[src/rtl/pwm_multi.sv]
// pwm_multi -- multi-channel PWM generator with a shared period counter.
//
// All channels compare the same counter against their own active duty
// value. New duty values land in a shadow register and are copied to the
// active register only at a period boundary, so a period never shows a
// partially updated duty. The counting mode (edge- or center-aligned) is
// also latched at the boundary.
//
// Ports:
//   clk          system clock, rising edge
//   rst          synchronous, active-high reset
//   duty         packed duty values, channel i at [i*WIDTH +: WIDTH]
//   duty_vld     capture all channels of duty into the shadow registers
//   center_mode  0 = edge-aligned, 1 = center-aligned (taken at boundary)
//   PWM_sig      registered PWM outputs, one per channel
//   period_start registered one-cycle pulse at the start of each period
module pwm_multi #(
   parameter int WIDTH    = 11,
   parameter int CHANNELS = 2
) (
   input  logic                      clk,
   input  logic                      rst,
   input  logic [CHANNELS*WIDTH-1:0] duty,
   input  logic                      duty_vld,
   input  logic                      center_mode,
   output logic [CHANNELS-1:0]       PWM_sig,
   output logic                      period_start
);

   localparam logic [WIDTH-1:0] CNT_MAX = '1;
   localparam logic [WIDTH-1:0] CNT_ONE = WIDTH'(1);

   logic [WIDTH-1:0]    cnt;
   logic                dir;       // 0 = counting up, 1 = counting down
   logic                mode;      // 0 = edge-aligned, 1 = center-aligned
   logic                boundary;  // this edge moves cnt to 0 for a new period
   logic [CHANNELS-1:0] cmp;

   // In center mode cnt passes through M without ending the period; the
   // period ends when the down-count steps from 1 back to 0.
   always_comb begin
      boundary = 1'b0;
      if (mode) begin
         boundary = dir && (cnt == CNT_ONE);
      end else begin
         boundary = (cnt == CNT_MAX);
      end
   end

   // Shared period counter
   always_ff @(posedge clk) begin
      if (rst) begin
         cnt          <= '0;
         dir          <= 1'b0;
         mode         <= 1'b0;
         period_start <= 1'b0;
      end else begin
         period_start <= boundary;
         if (boundary) begin
            // Every period restarts from 0 counting up, whichever mode follows.
            cnt  <= '0;
            dir  <= 1'b0;
            mode <= center_mode;
         end else if (!mode) begin
            cnt <= cnt + CNT_ONE;
         end else if (!dir) begin
            cnt <= cnt + CNT_ONE;
            // dir already reads "down" in the cycle where cnt sits at M.
            if (cnt == CNT_MAX - CNT_ONE) begin
               dir <= 1'b1;
            end
         end else begin
            cnt <= cnt - CNT_ONE;
         end
      end
   end

   // Per-channel double-buffered duty and compare
   for (genvar i = 0; i < CHANNELS; i++) begin : g_ch
      logic [WIDTH-1:0] duty_in;
      logic [WIDTH-1:0] shadow;
      logic [WIDTH-1:0] active;

      assign duty_in = duty[i*WIDTH +: WIDTH];
      assign cmp[i]  = (cnt < active);

      always_ff @(posedge clk) begin
         if (rst) begin
            shadow <= '0;
            active <= '0;
         end else begin
            if (duty_vld) begin
               shadow <= duty_in;
            end
            // A write landing on the boundary edge bypasses the shadow so it
            // takes effect in the period that is just starting.
            if (boundary) begin
               active <= duty_vld ? duty_in : shadow;
            end
         end
      end
   end

   // Output register: PWM_sig lags cnt by one cycle, aligned with period_start
   always_ff @(posedge clk) begin
      if (rst) begin
         PWM_sig <= '0;
      end else begin
         PWM_sig <= cmp;
      end
   end

endmodule

[config.mk]
export PLATFORM = sky130hd
export DESIGN_NAME = pwm_multi
export DESIGN_NICKNAME = d
export VERILOG_FILES = /design/src/rtl/pwm_multi.sv
export SDC_FILE = /design/constraint.sdc
export NUM_CORES = 1
export LEC_CHECK = 0
export BUFFER_PORTS_ARGS = -buffer_cell sky130_fd_sc_hd__buf_2
export CORE_MARGIN = 2
export CORE_UTILIZATION = 43
export DETAILED_ROUTE_END_ITERATION = 16
export PLACE_DENSITY = 0.68
export SYNTH_ARGS = -nofsm -noshare
export SYNTH_HDL_FRONTEND = slang
export SYNTH_SLANG_ARGS = --single-unit
[constraint.sdc]
create_clock -name clk -period 3.1 [get_ports clk]
set_input_delay 0.155 -clock clk [delete_from_list [all_inputs] [get_ports clk]]
set_output_delay 0.155 -clock clk [all_outputs]
set_load 0.05 [all_outputs]
## Word-level counts from Yosys, hierarchy flattened

Cells that the tools add are included.

- Add/sub/neg operators: 2
- Magnitude comparators: 2
- Equality and inequality tests: 3
- Muxes and demuxes: 7
- Reductions and logical operators: 2

Operators with widths:

| cell | count |
|---|---|
| $mux W11 | 4 |
| $eq A11 B11 Y1 const B | 2 |
| $lt A11 B11 Y1 | 2 |
| $add A11 B1 Y11 const B | 1 |
| $eq A11 B1 Y1 const B | 1 |
| $sub A11 B1 Y11 const B | 1 |
| $mux W1 | 3 |
| $reduce_or A2 Y1 | 1 |
| $logic_and A1 B1 Y1 | 1 |

- Register bits: 60
- Bits of input ports: 26

## Logic depth before layout (Yosys ltp)

- Depth in word-level cells: 4
- Gate-level depth with buffers: 7
- Mapped depth without buffers: 7

## Least setup slack after synthesis

No wires, ideal clock.

- Path kind: register to register
- From: register cnt[3]
- To: register cnt[2]
- Library setup time: 115 ps
- Arrival time: 1750 ps
- Data required time: 2985 ps
- Slack: 1235 ps
- Stages on the path, launching flop included: 8
- Buffers on the path: 2
- Clock period less this slack: 1865 ps
- Cell sequence: dfxtp_1 > buf_2 > and4_1 > nand4_2 > o41ai_4 > or2_1 > buf_4 > nor2_1

- Word-level cells in the longest chain between the ends: 4

Ends and longest elaborated chain:

| element | line | text |
|---|---|---|
| start: declaration | 33 | `logic [WIDTH-1:0] cnt;` |
| start signal: assignment | 65 | `cnt <= cnt + CNT_ONE;` |
| start signal: assignment | 67 | `cnt <= cnt + CNT_ONE;` |
| start signal: assignment | 73 | `cnt <= cnt - CNT_ONE;` |
| $eq A11 B1 Y1 | 44 | `boundary = dir && (cnt == CNT_ONE);` |
| $logic_and A1 B1 Y1 | 44 |  |
| $mux W1 * | 43 | `if (mode) begin` |
| $reduce_or A2 Y1 (no source line) * | - |  |

Mark *: on every way between the ends. The rest lies on a longest branch, timed or not.
A chain may end at the register's enable or synchronous reset.

## Worst setup path after layout

- From: register cnt[2]
- To: register dir

- Word-level cells in the longest chain between the ends: 4

Ends and longest elaborated chain:

| element | line | text |
|---|---|---|
| $eq A11 B1 Y1 | 44 |  |
| $logic_and A1 B1 Y1 | 44 |  |
| $mux W1 | 43 |  |
| $reduce_or A2 Y1 (no source line) | - |  |
| end signal: assignment | 54 | `dir <= 1'b0;` |
| end signal: assignment | 62 | `dir <= 1'b0;` |
| end signal: assignment | 70 | `dir <= 1'b1;` |
| end: declaration | 34 | `logic dir;` |

Several ways; a longest one is shown, not always the timed one.

==> flow_summary.toml <==
[logic_synthesis]
yosys.area.top_type_share_pct = 41.4
ys.flop_type = "dfxtp_1"
synthTopCellsByCount = "60 x dfxtp_1, 43 x nor2_1, 30 x nand2_1"
synth_adder_area_share_pct = 10.4
async_flop_share_pct = 0
yosys-mux-area-fraction_pct = 7.60
yosysWarnings = 0
yosysTopAreaCell = "dfxtp_1"
synth_simple_gate_area_share_pct = 19.9
ys_seq_elements = 60
synth_top_family_by_area = "simple AND/OR/NAND/NOR gates"
synthCells = 327
synth.most_common_cell = "dfxtp_1"
synth-edff-count = 0
synth_xor_area_share_pct = 3.02
yosys-top-cells-area = "dfxtp_1 41%, ha_1 10%, mux2i_1 7.6%"
synth-compound-area-share_pct = 11.9
syn_area_per_cell_um2 = 8.87
syn-cell-area_mm2 = 0.00290
ys_types = 37
seq_area_frac_synth_pct = 41.4
synth_nets = 377

[placement]
place_congestion = 0.850
portBuffers = 28
pre_cts_slack_ns = 0.777
dp.cells = 416
hpwl_um = 3900

[route]
drt_iter0_markers = 180
num_vias = 2234
viasPerCell = 5.17
finalWirelength_um = 5530
drc_errors = 0
ant_nets = 0
firstDrtPassIters = 4
wl_per_cell_um = 12.8

[clock_tree]
cts_post_setup_buffers_inserted = 0
cts_sinks = 60
clkTransAtPathRegs_ns = 0.07
cts_hold_buffers = 0
clock_path_buffers = 2
h-tree-depth = 3
root_buffer = "clkbuf_8"
cts_tree = "built"
post_cts_resize_count = 0
numCtsBuffers = 9
clkLatencyLatePin_ns = 0.34

[timing]
max_freq_mhz = 425
hold_ws_ns = 0.0665
max-slew-margin-rel_pct = 49.8
final_max_slew_viol_count = 0
setup_slack_ns = 0.745
worst_slew_pin_slew_ns = 0.753
finClkSkew_ns = 0.00698
tns_ns = 0
finalHoldViolations = 0
fin_crit_sh_pct = 76.0
fin_crit_ns = 2.35
rsz0062_at_grt = "no"
setup_viol = 0

[power_and_ir_drop]
seq_power_share_pct = 48.1
p_int_w = 0.00129
ir_worst_vdd_uv = 314
pwr_density_cell_mw_per_mm2 = 512
combinationalPowerShare_pct = 6.9
netSwitchingFraction_pct = 23.0
p_switching_w = 0.000386
p_leak_nw = 1.45
clock_power_share_pct = 45.1

[grt]
grtUsageTotal_pct = 16.8
antenna_found_initial = 0
grt-ovfl-total = 0
grt_pass1_vias = 2142
grt_max_degree = 50
grt_pass1_wl_um = 9780

[floorplan]
die_area_mm2 = 0.00741
pin_count = 29
core_mm2 = 0.00642
initial_core_util_pct = 45.1
fp.dieW_um = 86.1
num_rows = 29
dieHeight_um = 86.1

[critical_path]
crit_path_max_incr_delay_ns = 0.59
path_buf_inv = 0
critPathKind = "reg2reg"
cp_top_family = "simple AND/OR/NAND/NOR gates"
reg2reg_from = "cnt[2]"
crit_slowest_cell = "o41ai_4"
worstPathArrival_ns = 2.56
reg2reg_slack_ns = 0.75
cp-start-kind = "register"
reg2reg_depth = 5
crit_path_max_fanout = 12
timing.rr.end = "dir"
end_kind = "register"
cp_data_required_time_ns = 3.31
path_cells = "and4_1 -> nand4_2 -> o41ai_4 -> or2_1 -> nor2_1"

[worst_hold_path]
min_from = "center_mode"
whs_path_depth = 3
min_path_type = "in2reg"
min_to = "mode"

[flow_run]
maxCapViolations = 0

[final_layout]
final_util_pct = 51.1
nets = 400
area_delta_synth_final_pct = 13.2
regArea_mm2 = 0.00120
instances_no_fill = 432
diodes = 0
fill_cells = 606
multiInputGateArea_mm2 = 0.00153
drive_above_1_share_pct = 13.8

[run_status]
outcome = "completed"
final cells by class:
| class | count | share of cell area (%) |
|---|---|---|
| clock inverter | 7 | 2.78 |
| multi-input combinational | 226 | 46.6 |
| tap | 77 | 2.93 |
| sequential | 60 | 36.6 |
| clock buffer | 9 | 3.77 |
| timing repair buffer | 30 | 4.73 |
| inverter | 23 | 2.63 |
logic make-up (layout without fill, tap and decap cells):
kind of cell               after synthesis  in the layout
AOI/OAI and AO/OA                       52             52
DFF                                     60             60
and+or+nand+nor                        118            118
buffers and inverters                   41             69
adders and majority gates               24             24
muxes                                   22             22
xor gates and xnor gates                10             10
worst min-delay path, cell delays in order:
cell and delay (ns):
buf_2 0.10, nand2_1 0.04, a21oi_1 0.05
sequential cells by signal, indices dropped and copies added (netlist names):
signal	count
period_start	1
g_ch.shadow	22
g_ch.active	22
dir	1
cnt	11
PWM_sig	2
mode	1
power by group through the flow:
stage / Combinational (W) / Sequential (W) / Clock [W]
floorplan: 0.0000788 / 0.000828 / 0
global placement: 0.000114 / 0.000824 / 0
detailed placement: 0.000116 / 0.000824 / 0
CTS: 0.000117 / 0.000807 / 0.000777
global route: 0.000131 / 0.000809 / 0.000825
finish: 0.000115 / 0.000807 / 0.000757
metrics by stage:
stage / total power [W] / cell area, um2
floorplan: 0.000907 / 2900
global placement: 0.000938 / 3070
detailed placement: 0.000940 / 3070
CTS: 0.00170 / 3280
global route: 0.00177 / 3280
finish: 0.00168 / 3280
cells in the final DEF, fill, tap and decap left out, types with 7 or more instances in the layout:
| cell | Yosys | routed |
|---|---|---|
| a21o_1 | 8 | 8 |
| dfxtp_1 | 60 | 60 |
| nand2b_1 | 22 | 22 |
| a21oi_1 | 7 | 7 |
| o21ai_0 | 22 | 22 |
| nand2_1 | 30 | 30 |
| ha_1 | 24 | 24 |
| nor2_1 | 43 | 43 |
| inv_1 | 23 | 23 |
| clkbuf_8 | 0 | 9 |
| mux2i_1 | 22 | 22 |
| buf_2 | 6 | 28 |
worst max path at each step:
stage	from	endpoint	slack [ns]	depth (start not counted)
6_report	cnt[2]	dir	0.75	5
3_3_place_gp	cnt[2]	cnt[2]	0.85	5
4_1_cts	cnt[2]	dir	0.76	5
5_1_grt	cnt[2]	cnt[7]	0.54	5
2_1_floorplan	cnt[3]	cnt[2]	1.24	7
3_5_place_dp	cnt[2]	cnt[9]	0.78	5
metal layers:
metal | vias up | share of wire (%) | track usage [%]
met5 | - | 0 | 0
met4 | 0 | 1.0 | 4.47
met3 | 6 | 5.9 | 7.31
met2 | 58 | 44 | 25.2
met1 | 1016 | 49 | 22.2
li1 | 1154 | - | -
No activity file was read; power rests on OpenSTA's default activity.
